`config.mk`:
```
export PLATFORM = sky130hd
export DESIGN_NAME = if_pc_predict
export DESIGN_NICKNAME = d
export VERILOG_FILES = /design/src/rtl/if_pc_predict.sv
export SDC_FILE = /design/constraint.sdc
export NUM_CORES = 1
export LEC_CHECK = 0
export CAP_MARGIN = 10
export CORE_ASPECT_RATIO = 1.2
export CORE_MARGIN = 2
export CORE_UTILIZATION = 25
export CTS_CLUSTER_SIZE = 28
export DETAILED_ROUTE_END_ITERATION = 12
export PLACE_DENSITY = 0.39
export SETUP_SLACK_MARGIN = 0.05
export SLEW_MARGIN = 20
export SYNTH_ARGS = -nofsm -noshare
export SYNTH_HDL_FRONTEND = slang
export SYNTH_SLANG_ARGS = --single-unit
export TNS_END_PERCENT = 30
```
`constraint.sdc`:
```
create_clock -name clk -period 4.67 [get_ports clk]
set_input_delay 0.7005 -clock clk [delete_from_list [all_inputs] [get_ports clk]]
set_output_delay 0.7005 -clock clk [all_outputs]
set_load 0.01 [all_outputs]
```
`src/rtl/if_pc_predict.sv`:
```
// if_pc_predict: fetch PC register with a direct-mapped branch target buffer
// Latency: PC_IF is registered, so NPC_IF or actual_next appears on PC_IF one
//   cycle later. NPC_IF and redirect are combinational.
// Backpressure: bubbleF holds PC_IF. A redirect from EX takes priority over the
//   hold. BTB training from EX continues while IF is stalled.
//
// Optional feature: define BTB_2BIT_COUNTER_EN to add a 2-bit saturating
// counter per entry. Without it, every BTB hit predicts taken, and a not-taken
// branch that hits clears the entry's valid bit.
//
// Ports:
//   clk, rst_n      single clock; asynchronous active-low reset
//   bubbleF         hold the fetch PC (IF stall)
//   br_EX           a control-transfer instruction resolves in EX this cycle
//   taken_EX        actual outcome of that instruction
//   PC_EX           PC of the instruction in EX
//   target_EX       branch/jump target computed in EX
//   NPC_EX          next PC that was predicted for the instruction in EX
//   PC_IF           current fetch PC (registered)
//   NPC_IF          predicted next fetch PC (combinational)
//   redirect        mispredict in EX (combinational); used to flush IF/ID and ID/EX
module if_pc_predict #(
  parameter logic [31:0] RESET_PC   = 32'h0000_0000,
  parameter int          ENTRY_BITS = 4
) (
  input  logic        clk,
  input  logic        rst_n,
  input  logic        bubbleF,
  input  logic        br_EX,
  input  logic        taken_EX,
  input  logic [31:0] PC_EX,
  input  logic [31:0] target_EX,
  input  logic [31:0] NPC_EX,
  output logic [31:0] PC_IF,
  output logic [31:0] NPC_IF,
  output logic        redirect
);

  localparam int NUM_ENTRIES = 1 << ENTRY_BITS;
  localparam int TAG_W       = 30 - ENTRY_BITS;

  // Storage for the BTB. Only the valid bits and the counters are reset.
  logic [NUM_ENTRIES-1:0] r_valid;
  logic [TAG_W-1:0]       r_tag    [NUM_ENTRIES];
  logic [31:0]            r_target [NUM_ENTRIES];
`ifdef BTB_2BIT_COUNTER_EN
  logic [1:0]             r_cnt    [NUM_ENTRIES];
`endif

  logic [31:0] r_pc;

  logic [ENTRY_BITS-1:0] w_if_idx;
  logic [TAG_W-1:0]      w_if_tag;
  logic                  w_if_hit;
  logic                  w_if_pred_taken;
  logic [ENTRY_BITS-1:0] w_ex_idx;
  logic [TAG_W-1:0]      w_ex_tag;
  logic                  w_ex_hit;
  logic [31:0]           w_actual_next;

  // Lookup in the IF stage. The lookup reads the registered array, so an EX
  // write to the same entry in this cycle is visible only after the edge.
  assign w_if_idx = PC_IF[ENTRY_BITS+1:2];
  assign w_if_tag = PC_IF[31:ENTRY_BITS+2];
  assign w_if_hit = r_valid[w_if_idx] && (r_tag[w_if_idx] == w_if_tag);

`ifdef BTB_2BIT_COUNTER_EN
  assign w_if_pred_taken = w_if_hit && r_cnt[w_if_idx][1];
`else
  assign w_if_pred_taken = w_if_hit;
`endif

  assign NPC_IF = w_if_pred_taken ? r_target[w_if_idx] : (PC_IF + 32'd4);

  // Resolve the branch in EX. The tag match uses the pre-write contents.
  assign w_ex_idx      = PC_EX[ENTRY_BITS+1:2];
  assign w_ex_tag      = PC_EX[31:ENTRY_BITS+2];
  assign w_ex_hit      = r_valid[w_ex_idx] && (r_tag[w_ex_idx] == w_ex_tag);
  assign w_actual_next = taken_EX ? target_EX : (PC_EX + 32'd4);
  assign redirect      = br_EX && (w_actual_next != NPC_EX);

  // Fetch PC register: redirect, then hold, then follow the prediction.
  always_ff @(posedge clk or negedge rst_n) begin
    if (!rst_n) begin
      r_pc <= RESET_PC;
    end else if (redirect) begin
      r_pc <= w_actual_next;
    end else if (!bubbleF) begin
      r_pc <= NPC_IF;
    end
  end

  assign PC_IF = r_pc;

  // Valid bits and counters. A not-taken branch that misses the BTB does not
  // allocate an entry.
  always_ff @(posedge clk or negedge rst_n) begin
    if (!rst_n) begin
      r_valid <= '0;
`ifdef BTB_2BIT_COUNTER_EN
      for (int i = 0; i < NUM_ENTRIES; i++) begin
        r_cnt[i] <= 2'b00;
      end
`endif
    end else if (br_EX) begin
      if (taken_EX) begin
        r_valid[w_ex_idx] <= 1'b1;
`ifdef BTB_2BIT_COUNTER_EN
        if (!w_ex_hit) begin
          r_cnt[w_ex_idx] <= 2'b10;
        end else if (r_cnt[w_ex_idx] != 2'b11) begin
          r_cnt[w_ex_idx] <= r_cnt[w_ex_idx] + 2'd1;
        end
`endif
      end else if (w_ex_hit) begin
`ifdef BTB_2BIT_COUNTER_EN
        if (r_cnt[w_ex_idx] != 2'b00) begin
          r_cnt[w_ex_idx] <= r_cnt[w_ex_idx] - 2'd1;
        end
`else
        r_valid[w_ex_idx] <= 1'b0;
`endif
      end
    end
  end

  // Tag and target storage has no reset. It is written only on a taken branch.
  // A hit rewrites the same tag, so no hit check is needed here.
  always_ff @(posedge clk) begin
    if (rst_n && br_EX && taken_EX) begin
      r_tag[w_ex_idx]    <= w_ex_tag;
      r_target[w_ex_idx] <= target_EX;
    end
  end

endmodule

```
# Word-level counts from Yosys, hierarchy flattened
# Memory sizes are Yosys's and may differ from the RTL's.
# Cells that the tools add are included.
# W data, S select, Z words.
# totals
ff_bits	48
latch_bits	0
ramBits	928
mem_bits_ro	0
output_inout_bits	65
memories	2
# classes
addsub	2
n_mul	0
n_div	0
magnitude_cmp	3
n_eq_ne	4
shifts	0
n_mux	14
bitwise_logic	3
n_reduce_logical	8
# memory_table
name	words	word_bits	read_ports	rd_clocked_by_memory_dff	wr	line	rtl
r_target	16	32	1	0	1	45	logic [31:0] r_target [NUM_ENTRIES];
r_tag	16	26	2	0	1	44	logic [TAG_W-1:0] r_tag [NUM_ENTRIES];
# ops
operator	n
$mux W32	4
$add A32 B3 Y32 const B	2
$eq A26 B26 Y1	2
$mux W16	2
$ne A32 B32 Y1	1
$and A16 B16 Y16	1
$not A16 Y16	1
$or A16 B16 Y16	1
$lt A4 B5 Y1 const B	2
$bmux W1 S4	2
$logic_and A1 B1 Y1	6
$mux W1	5
$demux W1 S4	1
$ge A4 B1 Y1 const B	1
$ne A2 B1 Y1 const B	1
$reduce_and A2 Y1	1
$reduce_bool A2 Y1	1

# Depth between registers and ports, before layout
# Gate-level depths: netlist of the first run.
# depth
word_depth	8
ltp_mapped	17

# Worst setup path after synthesis of the first run
# Ideal clock, no wire load.
# synth_path
path_kind	input to register
from	input port PC_EX[5]
to	memory r_tag[11][0] (netlist bit), enable pin
arrival_time_ps	4901
t_required_ps	4196
slack_ps	-705
stages	7
n_path_buf	4
cell_sequence	buf_1 -> buf_2 -> clkbuf_1 -> clkbuf_1 -> nor2b_1 -> nand2_1 -> nor2_1
# synth_lines
element	line	rtl
start: declaration	31	input logic [31:0] PC_EX,
end: declaration	44	
# No word-level cell before the write port.

# Final worst setup path of the first run
# layout_path
from	register r_pc[2], in the netlist PC_IF[2]
to	output port NPC_IF[3]
# layout_via
elab_chain_cells	4
elab_cells_between_ends	8
classes_between	add/sub (1); eq/ne (1); mux (3); reduce/logical (1); memory (2)
# layout_rtl
element	line	rtl
start: declaration	50	logic [31:0] r_pc;
start signal: assignment	87	r_pc <= w_actual_next;
$mem_v2 Z16 W26 / $bmux W1 S4 (equally long branches)	--	
$eq A26 B26 Y1 / $mux W1 (equally long branches)	65	assign w_if_hit = r_valid[w_if_idx] && (r_tag[w_if_idx] == w_if_tag);
$logic_and A1 B1 Y1	65	
$mux W32 *	73	assign NPC_IF = w_if_pred_taken ? r_target[w_if_idx] : (PC_IF + 32'd4);
end: declaration	35	output logic [31:0] NPC_IF,
# Mark *: on every way between the ends. The rest lies on a longest branch, timed or not. The select of a mux whose other input is x is not followed.

==> parameters.txt, run 1 <==
Parameter                              Value

Run status
  Outcome    complete, but fails checks
  Violations in the final reports    setup timing

Pwr
  Combinational share of power    18.8%
  Power density relative to cell area    385 mW/mm^2
  Max IR drop VDD    276 uV
  Internal Dissipation    16.4 mW
  Static power due to leakage    19.4 nW
  Switching fraction of total power    27.3%
  Power share of the clock group    between 30% and 40%
  Sequential fraction of design power    43.7%
  Switching pwr    approximately 6.2 mW

Yosys
  Per-instance average area after synthesis    17.9 sq um
  Portion of the post-synthesis area used by sequential elements    64.0%
  Share of the synthesized netlist area taken by xor and xnor gates    2.64%
  Area of the mapped netlist    0.0454 sq mm
  Post-Synthesis Net Count    2649
  Count of warnings emitted by yosys    0
  Number of instances in the synthesized netlist    around 2500
  Unique cell type count in the Yosys netlist    87
  Adder and majority cell fraction of the synthesized area    0.138%
  Multiplexer area fraction after synthesis    between 20% and 30%
  Complex-gate fraction of the synthesized area    under 10%
  Post-synthesis simple-gate area fraction    between 4 and 5%
  #FFs+latches synth    976
  Number of enable-type register cells in the synthesized netlist    between 900 and 1000
  Leading register cell type out of synthesis    sky130_fd_sc_hd__edfxtp_1
  Async set-reset flop share out of synthesis    4.92%
  Largest family of logic cells by synthesized area    multiplexers

Critical path
  Cell occurring most often along the worst timing path    sky130_fd_sc_hd__buf_12
  Kind of end point of the critical path    primary output
  Launch point of the worst reg-to-reg path    PC_IF[2]$_DFFE_PN0P_
  Critical Path Sink    NPC_IF[3]
  Max incr delay on CP    0.52 ns
  Element type at the critical path start    flip-flop
  Worst reg2reg setup slack    0.07 ns
  Maximum fanout encountered on the critical timing path    5
  Cell chain of the critical path    buf_12, buf_12, buf_12, buf_12, inv_2, buf_8, mux2i_2, buf_4, xnor2_1, nand3_2, o41ai_4, nand4_1, or3_4, buf_12, buf_8, buf_6, mux2_4, buf_6
  Worst setup path category    reg2out
  Reg-to-reg endpoint    PC_IF[3]$_DFFE_PN0P_
  Crit path launch    PC_IF[2]$_DFFE_PN0P_
  Cell depth of the worst flop-to-flop path    21
  Data arrival time of the critical path    just under 5 ns
  Slowest cell on the critical path    sky130_fd_sc_hd__dfrtp_4
  Required time at the worst-slack endpoint    3.97 ns

Clock network
  Clock slew seen by the registers of the worst setup and hold paths    0.08 ns
  Clk buf depth    3
  Number of sinks on the clock net    between 900 and 1000
  CTS buffer count    107
  Clk_lat worst skew    approximately 0.76 ns
  CTS H-tree lvls    3
  Root buffer selected by CTS    sky130_fd_sc_hd__clkbuf_16
  CTS tree    done

Job
  Number of max-cap violations    0

Global route
  Antenna violations before repair    12
  Wire length of the first global-routing pass    approximately 260 mm
  Overall routing resource usage    20.3%
  Sum of overflow across all layers after global routing    0
  Pin count of the biggest net entering global routing    59
  Number of global-route vias before repair    between 30000 and 40000

Routing
  Starting DRC count in detailed routing    roughly 2900
  Iteration count of the initial detailed-routing pass    6
  Overall via count from detail_route    29100
  Remaining number of nets flagged by the antenna check after routing    0
  Aggregate routed wire length    189 mm
  Vias/cell    5.11
  DRC violations left    0
  Wire length per cell    33.1 um

Layout
  Share of post-route cells with drive strength above 1    39.0%
  Storage cell area    0.0291 sq mm
  Area used by multi-input combinational logic    0.0161 sq mm
  Number of nets at the end of the flow    roughly 3300
  Layout overhead on the synthesized area    29.3%
  Final core occ    32.5%
  Fill count    about 18000

Timing
  Final hold vios    0
  Smallest hold slack    0.246 ns
  Ratio of final minimum period to clock period    121%
  Final-report setup violation count    33
  Count of pins over their slew limit    0
  Headroom to the max-slew limit    a little under two fifths
  Maximum operating frequency    0.177 GHz
  Final worst path period need    about 5.6 ns
  Final clock skew    0.0313 ns
  Final worst slack    -0.979 ns
  Setup repair after global routing missed its margin    true
  Transition at the pin with the smallest max-transition slack    0.932 ns

Placement
  Port Buf Inserts    165
  Post-DP HPWL    between 100 and 150 mm
  Last weighted congestion value of the routability-driven placer    0.933
  Pre-CTS WS    -1.15 ns

Floorplan
  Chip Width    between 300 and 400 um
  Die span in y    ~470 um
  Die ar.    0.185 sq mm
  I/O pin total    166
  Core region area    0.181 sq mm
  Std cell rows    between 150 and 200
  Initial core utilization    25.1%

Worst hold path
  Hold/Removal Path Class    in2async
-- how the worst min path moves through the flow --
stage                                 endpoint      start
after floorplan           PC_IF[0]$_DFFE_PN0P_      rst_n
after global placement               flip-flop  flip-flop
after detailed placement             flip-flop  flip-flop
after CTS                            async pin      rst_n
after global routing                 async pin      rst_n
final                                async pin      rst_n
-- sequential cells by signal, indices dropped and copies added, names as in the netlist, named ones only --
| register | flops |
|---|---|
| PC_IF | 32 |
| r_tag | 416 |
| r_target | 512 |
-- synthesized netlist by cell type (6+ instances only) --
cell | instances | area share, %
sky130_fd_sc_hd__a211oi_1 | 12 | 0.20
sky130_fd_sc_hd__a21oi_1 | 52 | 0.57
sky130_fd_sc_hd__a221oi_1 | 11 | 0.21
sky130_fd_sc_hd__a22oi_1 | 12 | 0.20
sky130_fd_sc_hd__a31oi_1 | 18 | 0.25
sky130_fd_sc_hd__and2_1 | 7 | 0.096
sky130_fd_sc_hd__and3_1 | 13 | 0.18
sky130_fd_sc_hd__buf_1 | 29 | 0.24
sky130_fd_sc_hd__buf_2 | 59 | 0.65
sky130_fd_sc_hd__buf_4 | 15 | 0.25
sky130_fd_sc_hd__buf_6 | 8 | 0.20
sky130_fd_sc_hd__clkbuf_1 | 70 | 0.58
sky130_fd_sc_hd__dfrtp_1 | 48 | 2.6
sky130_fd_sc_hd__edfxtp_1 | 928 | 61
sky130_fd_sc_hd__inv_1 | 25 | 0.21
sky130_fd_sc_hd__mux2_2 | 25 | 0.62
sky130_fd_sc_hd__mux2i_1 | 112 | 2.5
sky130_fd_sc_hd__mux4_2 | 379 | 19
sky130_fd_sc_hd__nand2_1 | 92 | 0.76
sky130_fd_sc_hd__nand2b_1 | 15 | 0.21
sky130_fd_sc_hd__nand3_1 | 51 | 0.56
sky130_fd_sc_hd__nand4_1 | 30 | 0.41
sky130_fd_sc_hd__nor2_1 | 102 | 0.84
sky130_fd_sc_hd__nor2b_1 | 9 | 0.12
sky130_fd_sc_hd__nor3_1 | 19 | 0.21
sky130_fd_sc_hd__nor3b_1 | 7 | 0.12
sky130_fd_sc_hd__nor4_1 | 13 | 0.18
sky130_fd_sc_hd__o211ai_1 | 12 | 0.20
sky130_fd_sc_hd__o21ai_0 | 48 | 0.53
sky130_fd_sc_hd__o221ai_1 | 10 | 0.19
sky130_fd_sc_hd__o22ai_1 | 25 | 0.34
sky130_fd_sc_hd__o2bb2ai_1 | 15 | 0.29
sky130_fd_sc_hd__o31ai_1 | 6 | 0.099
sky130_fd_sc_hd__or3_1 | 7 | 0.096
sky130_fd_sc_hd__xnor2_1 | 94 | 1.8
sky130_fd_sc_hd__xor2_1 | 43 | 0.83
-- area by class of cell --
cell class | count | share of cell area, %
repair buffers | 716 | 11.7
clock inverters | 76 | 1.20
flip-flops and latches | 976 | 49.5
clock buffers | 127 | 4.72
diodes | 1 | 0.00426
multi-input cells | 1356 | 27.5
inverters | 30 | 0.196
well taps | 2422 | 5.16
-- timing repair --
item,CTS,global route
buffers inserted,43,9
pin swaps,37,24
endpoints found under the setup margin,64,51
gates cloned,8,0
resized for setup,284,56
hold buffers,0,0
-- routing by layer --
metal  share of wire [%]  track usage, %
met1                  44            28.7
met2                  47            32.6
met3                 5.4            2.59
met4                 2.8            5.87
met5               0.022               0
-- per-stage QoR --
| stage | instances | cell area (sq um) | TNS, ns | total power, mW |
|---|---|---|---|---|
| 6_report | 5704 | 58700 | -27.44 | 22.6 |
| 5_1_grt | 5704 | 58700 | -30.90 | 23.3 |
| 4_1_cts | 5695 | 58500 | -26.80 | 22.8 |
| 3_5_place_dp | 5447 | 53700 | -53.19 | 14.0 |
| 3_3_place_gp | 5447 | 53700 | -56.52 | 14.0 |
| 2_1_floorplan | 2543 | 45400 | -213.53 | 11.9 |
-- worst max-delay path, delay by kind of cell (launching register included) --
kind	cells	cell delay (ns)
DFF	1	0.52
and+or+nand+nor	3	0.93
AOI/OAI and AO/OA	1	0.43
buffers and inverters	11	1.53
muxes	2	0.60
xor gates and xnor gates	1	0.13
-- power by group through the flow --
stage | logic [mW] | clock network [mW] | registers, mW
final | 4.26 | 8.48 | 9.87
after detailed placement | 3.99 | 0 | 10.0
after CTS | 4.24 | 8.71 | 9.86
after global placement | 3.99 | 0 | 10.0
after floorplan | 1.89 | 0 | 9.96
after global routing | 4.45 | 9.02 | 9.87
-- placed cells by master, fill, tap and decap left out, drive strengths merged, types with 18 or more instances in the layout --
cell type        n
a21oi           53
nor2           103
clkbuf         128
mux2            28
edfxtp         928
nand3           51
xor2            43
mux4           379
o21ai           51
nor4            18
o22ai           25
nand2           92
xnor2           94
nor3            19
nand4           31
clkinv          56
mux2i          112
inv             31
a31oi           18
buf            588
dfrtp           48
clkdlybuf4s50  125
-- cells by family (layout without fill, tap and decap cells) --
kind of cell,after synthesis,after routing
DFF,976,976
muxes,519,519
and+or+nand+nor,398,398
AOI/OAI and AO/OA,297,297
buffers and inverters,211,949
xor gates and xnor gates,137,137
adders and majority gates,5,5
other,0,1
Power figures use the tool's default switching activity.
==> inputs of run 2 (changes only) <==
--- a/config.mk
+++ b/config.mk
@@ -9,6 +9,7 @@
 export CORE_ASPECT_RATIO = 1.2
 export CORE_MARGIN = 2
 export CORE_UTILIZATION = 25
+export CTS_CLUSTER_DIAMETER = 150
 export CTS_CLUSTER_SIZE = 28
 export DETAILED_ROUTE_END_ITERATION = 12
 export PLACE_DENSITY = 0.39
==> parameters.txt, run 2 (synthesis results as in run 1) <==
Parameter                              Value

Global route
  Wire length of the first global-routing pass    256 mm (-0.98%)
  Pin count of the biggest net entering global routing    59 (unchanged)
  Sum of overflow across all layers after global routing    0 (unchanged)
  Number of global-route vias before repair    29600 (-2.1%)
  Overall routing resource usage    20.1% (-0.25 points)
  Antenna violations before repair    12 (unchanged)

Layout
  Max FFs per register    512 (unchanged)
  Share of post-route cells with drive strength above 1    36.7% (-2.4 points)
  Layout overhead on the synthesized area    24.0%
  Commonest non-fill, non-tap cells in the layout    sky130_fd_sc_hd__edfxtp_1 (928), sky130_fd_sc_hd__buf_4 (457), sky130_fd_sc_hd__mux4_2 (379), sky130_fd_sc_hd__clkdlybuf4s50_1 (125), sky130_fd_sc_hd__mux2i_1 (105)
  Most common cell after layout, fill and taps aside    sky130_fd_sc_hd__edfxtp_1
  Post-route non-filler standard cell count    5571 (-2.3%)
  Number of nets at the end of the flow    3218 (-2.3%)
  Register with the most flip-flops    r_target

Placement
  Post-DP HPWL    129 mm (unchanged)
  Placed Instances    5447 (unchanged)
  Port Buf Inserts    165 (unchanged)
  Last weighted congestion value of the routability-driven placer    0.933 (unchanged)

Clock network
  CTS buffer count    41 (-62%)
  CTS Hold Buffers Added    0 (unchanged)
  Clock slew seen by the registers of the worst setup and hold paths    0.14 ns (+0.06 ns)
  Clk_lat worst skew    0.70 ns (-0.06 ns)
  CTS H-tree lvls    2 (-1)
  Root buffer selected by CTS    sky130_fd_sc_hd__clkbuf_16
  CTS tree    done
  Clk buf depth    3 (unchanged)
  Number of sinks on the clock net    976 (unchanged)

Timing
  Final hold vios    0 (unchanged)
  Setup repair after global routing missed its margin    true
  Count of pins over their slew limit    0 (unchanged)
  Ratio of final minimum period to clock period    121% (-0.46 points)
  Maximum operating frequency    0.178 GHz (+0.38%)
  Setup TNS    -26.67 ns (+0.775 ns)
  Final clock skew    0.0498 ns (+0.0186 ns)
  Final worst path period need    5.63 ns (-0.0214 ns)
  Transition at the pin with the smallest max-transition slack    0.962 ns (+0.0294 ns)
  Headroom to the max-slew limit    35.9% (-1.8 points)
  Final-report setup violation count    33 (unchanged)
  Final worst slack    -0.957 ns (+0.0214 ns)

Floorplan
  Die span in y    471 um (unchanged)
  Die ar.    0.185 sq mm (unchanged)
  Initial core utilization    25.1% (unchanged)
  Std cell rows    171 (unchanged)
  I/O pin total    166 (unchanged)
  Core region area    0.181 sq mm (unchanged)
  Chip Width    393 um (unchanged)

Run status
  Outcome    complete, but fails checks
  Violations in the final reports    setup timing

Critical path
  Maximum fanout encountered on the critical timing path    5 (unchanged)
  Max incr delay on CP    0.54 ns (+0.02 ns)
  Slowest cell on the critical path    sky130_fd_sc_hd__dfrtp_4
  Total number of cells along the worst setup path    18 (unchanged)
  Crit path launch    PC_IF[2]$_DFFE_PN0P_
  Worst reg2reg setup slack    0.07 ns (about the same)
  Launch point of the worst reg-to-reg path    PC_IF[2]$_DFFE_PN0P_
  Required time at the worst-slack endpoint    3.97 ns (about the same)
  Reg-to-reg endpoint    PC_IF[3]$_DFFE_PN0P_
  Worst setup path category    reg2out
  Cell occurring most often along the worst timing path    sky130_fd_sc_hd__buf_12
  Element type at the critical path start    flip-flop
  Combined buffer and inverter count along the critical path    10 (-1)
  Cell chain of the critical path    buf_12, buf_12, buf_12, buf_4, mux4_2, mux2i_1, buf_4, buf_4, nand2_1, o221ai_2, o41ai_4, nand4_1, or3_4, buf_12, buf_8, buf_6, mux2_4, buf_6
  Data arrival time of the critical path    4.93 ns (-0.02 ns)
  Largest delay contributor family on the critical path    buffers and inverters
  Kind of end point of the critical path    primary output
  Cell depth of the worst flop-to-flop path    21 (unchanged)

Worst hold path
  Hold/Removal Path Class    in2async

Pwr
  Total power draw    18.7 mW (-17%)
  Max IR drop VDD    237 uV (-14%)
  Power density relative to cell area    333 mW/mm^2 (-14%)
  Static power due to leakage    18.2 nW (-5.9%)

Routing
  Remaining number of nets flagged by the antenna check after routing    0 (unchanged)
  Aggregate routed wire length    187 mm (-0.92%)
  DRC violations left    0 (unchanged)
  Overall via count from detail_route    28600 (-1.7%)
  Iteration count of the initial detailed-routing pass    8 (+2)
  Starting DRC count in detailed routing    2832 (-2.8%)
  Wire length per cell    33.6 um (+1.4%)
  Vias/cell    5.14 (+0.60%)

Job
  Number of max-cap violations    0 (unchanged)
run 2: changes by cell type in the layout (fill, tap and decap cells not counted), moves of 4 or more:
cell | previous run | this run
sky130_fd_sc_hd__clkbuf_1 | 19 | 29
sky130_fd_sc_hd__clkinvlp_4 | 10 | 0
sky130_fd_sc_hd__clkinv_4 | 5 | 0
sky130_fd_sc_hd__buf_6 | 47 | 32
sky130_fd_sc_hd__clkinv_1 | 29 | 5
sky130_fd_sc_hd__buf_4 | 453 | 457
sky130_fd_sc_hd__clkbuf_16 | 108 | 44
sky130_fd_sc_hd__bufinv_16 | 9 | 0
sky130_fd_sc_hd__clkinv_2 | 19 | 0
run 2: repair_timing:
action,4_1_cts,5_1_grt
resized for setup,281,21
pin swaps,36,11
setup endpoints to repair,64,44
buffers inserted,42,0
cloned,8,0
run 2: power breakdown:
part	leakage, nW	switching [mW]	internal (mW)
Sequential	8.90	0.165	9.69
Clock	0.594	2.84	1.81
Combinational	8.75	2.30	1.93
Total	18.2	5.30	13.4
run 2: per-stage QoR:
step / area (sq um) / worst slack (ns) / hold slack [ns] / util, %
finish: 56300 / -0.957 / 0.246 / 31.1
global route: 56300 / -1.04 / 0.303 / 31.1
CTS: 56200 / -0.899 / 0.304 / 31.1
detailed placement: 53700 / -1.15 / 0.499 / 29.7
global placement: 53700 / -1.28 / 0.489 / 29.7
floorplan: 45400 / -0.423 / 0.405 / -
run 2: worst max-delay path by stage:
stage	endpoint	slack, ns
6_report	NPC_IF[3]	-0.96
5_1_grt	NPC_IF[13]	-1.04
2_1_floorplan	r_tag[12][0]$_DFFE_PP_	-0.42
3_5_place_dp	PC_IF[25]$_DFFE_PN0P_	-1.15
3_3_place_gp	PC_IF[25]$_DFFE_PN0P_	-1.28
4_1_cts	NPC_IF[3]	-0.90
run 2: cell type report:
type                    instances  area, sq um
clock inverters                 3         42.5
clock buffers                  73         1210
fillers                     17700       124000
inverters                      30          115
flip-flops and latches        976        29100
well taps                    2422         3030
diodes                          4         10.0
repair buffers                707         6750
multi-input cells            1356        16100
run 2: layer usage:
metal	vias up	GRT usage [%]	wire length, um
met5	-	0	42
met4	6	4.28	4270
met3	147	2.10	9130
met2	1044	32.7	89400
met1	15800	28.8	84300
li1	11600	-	-
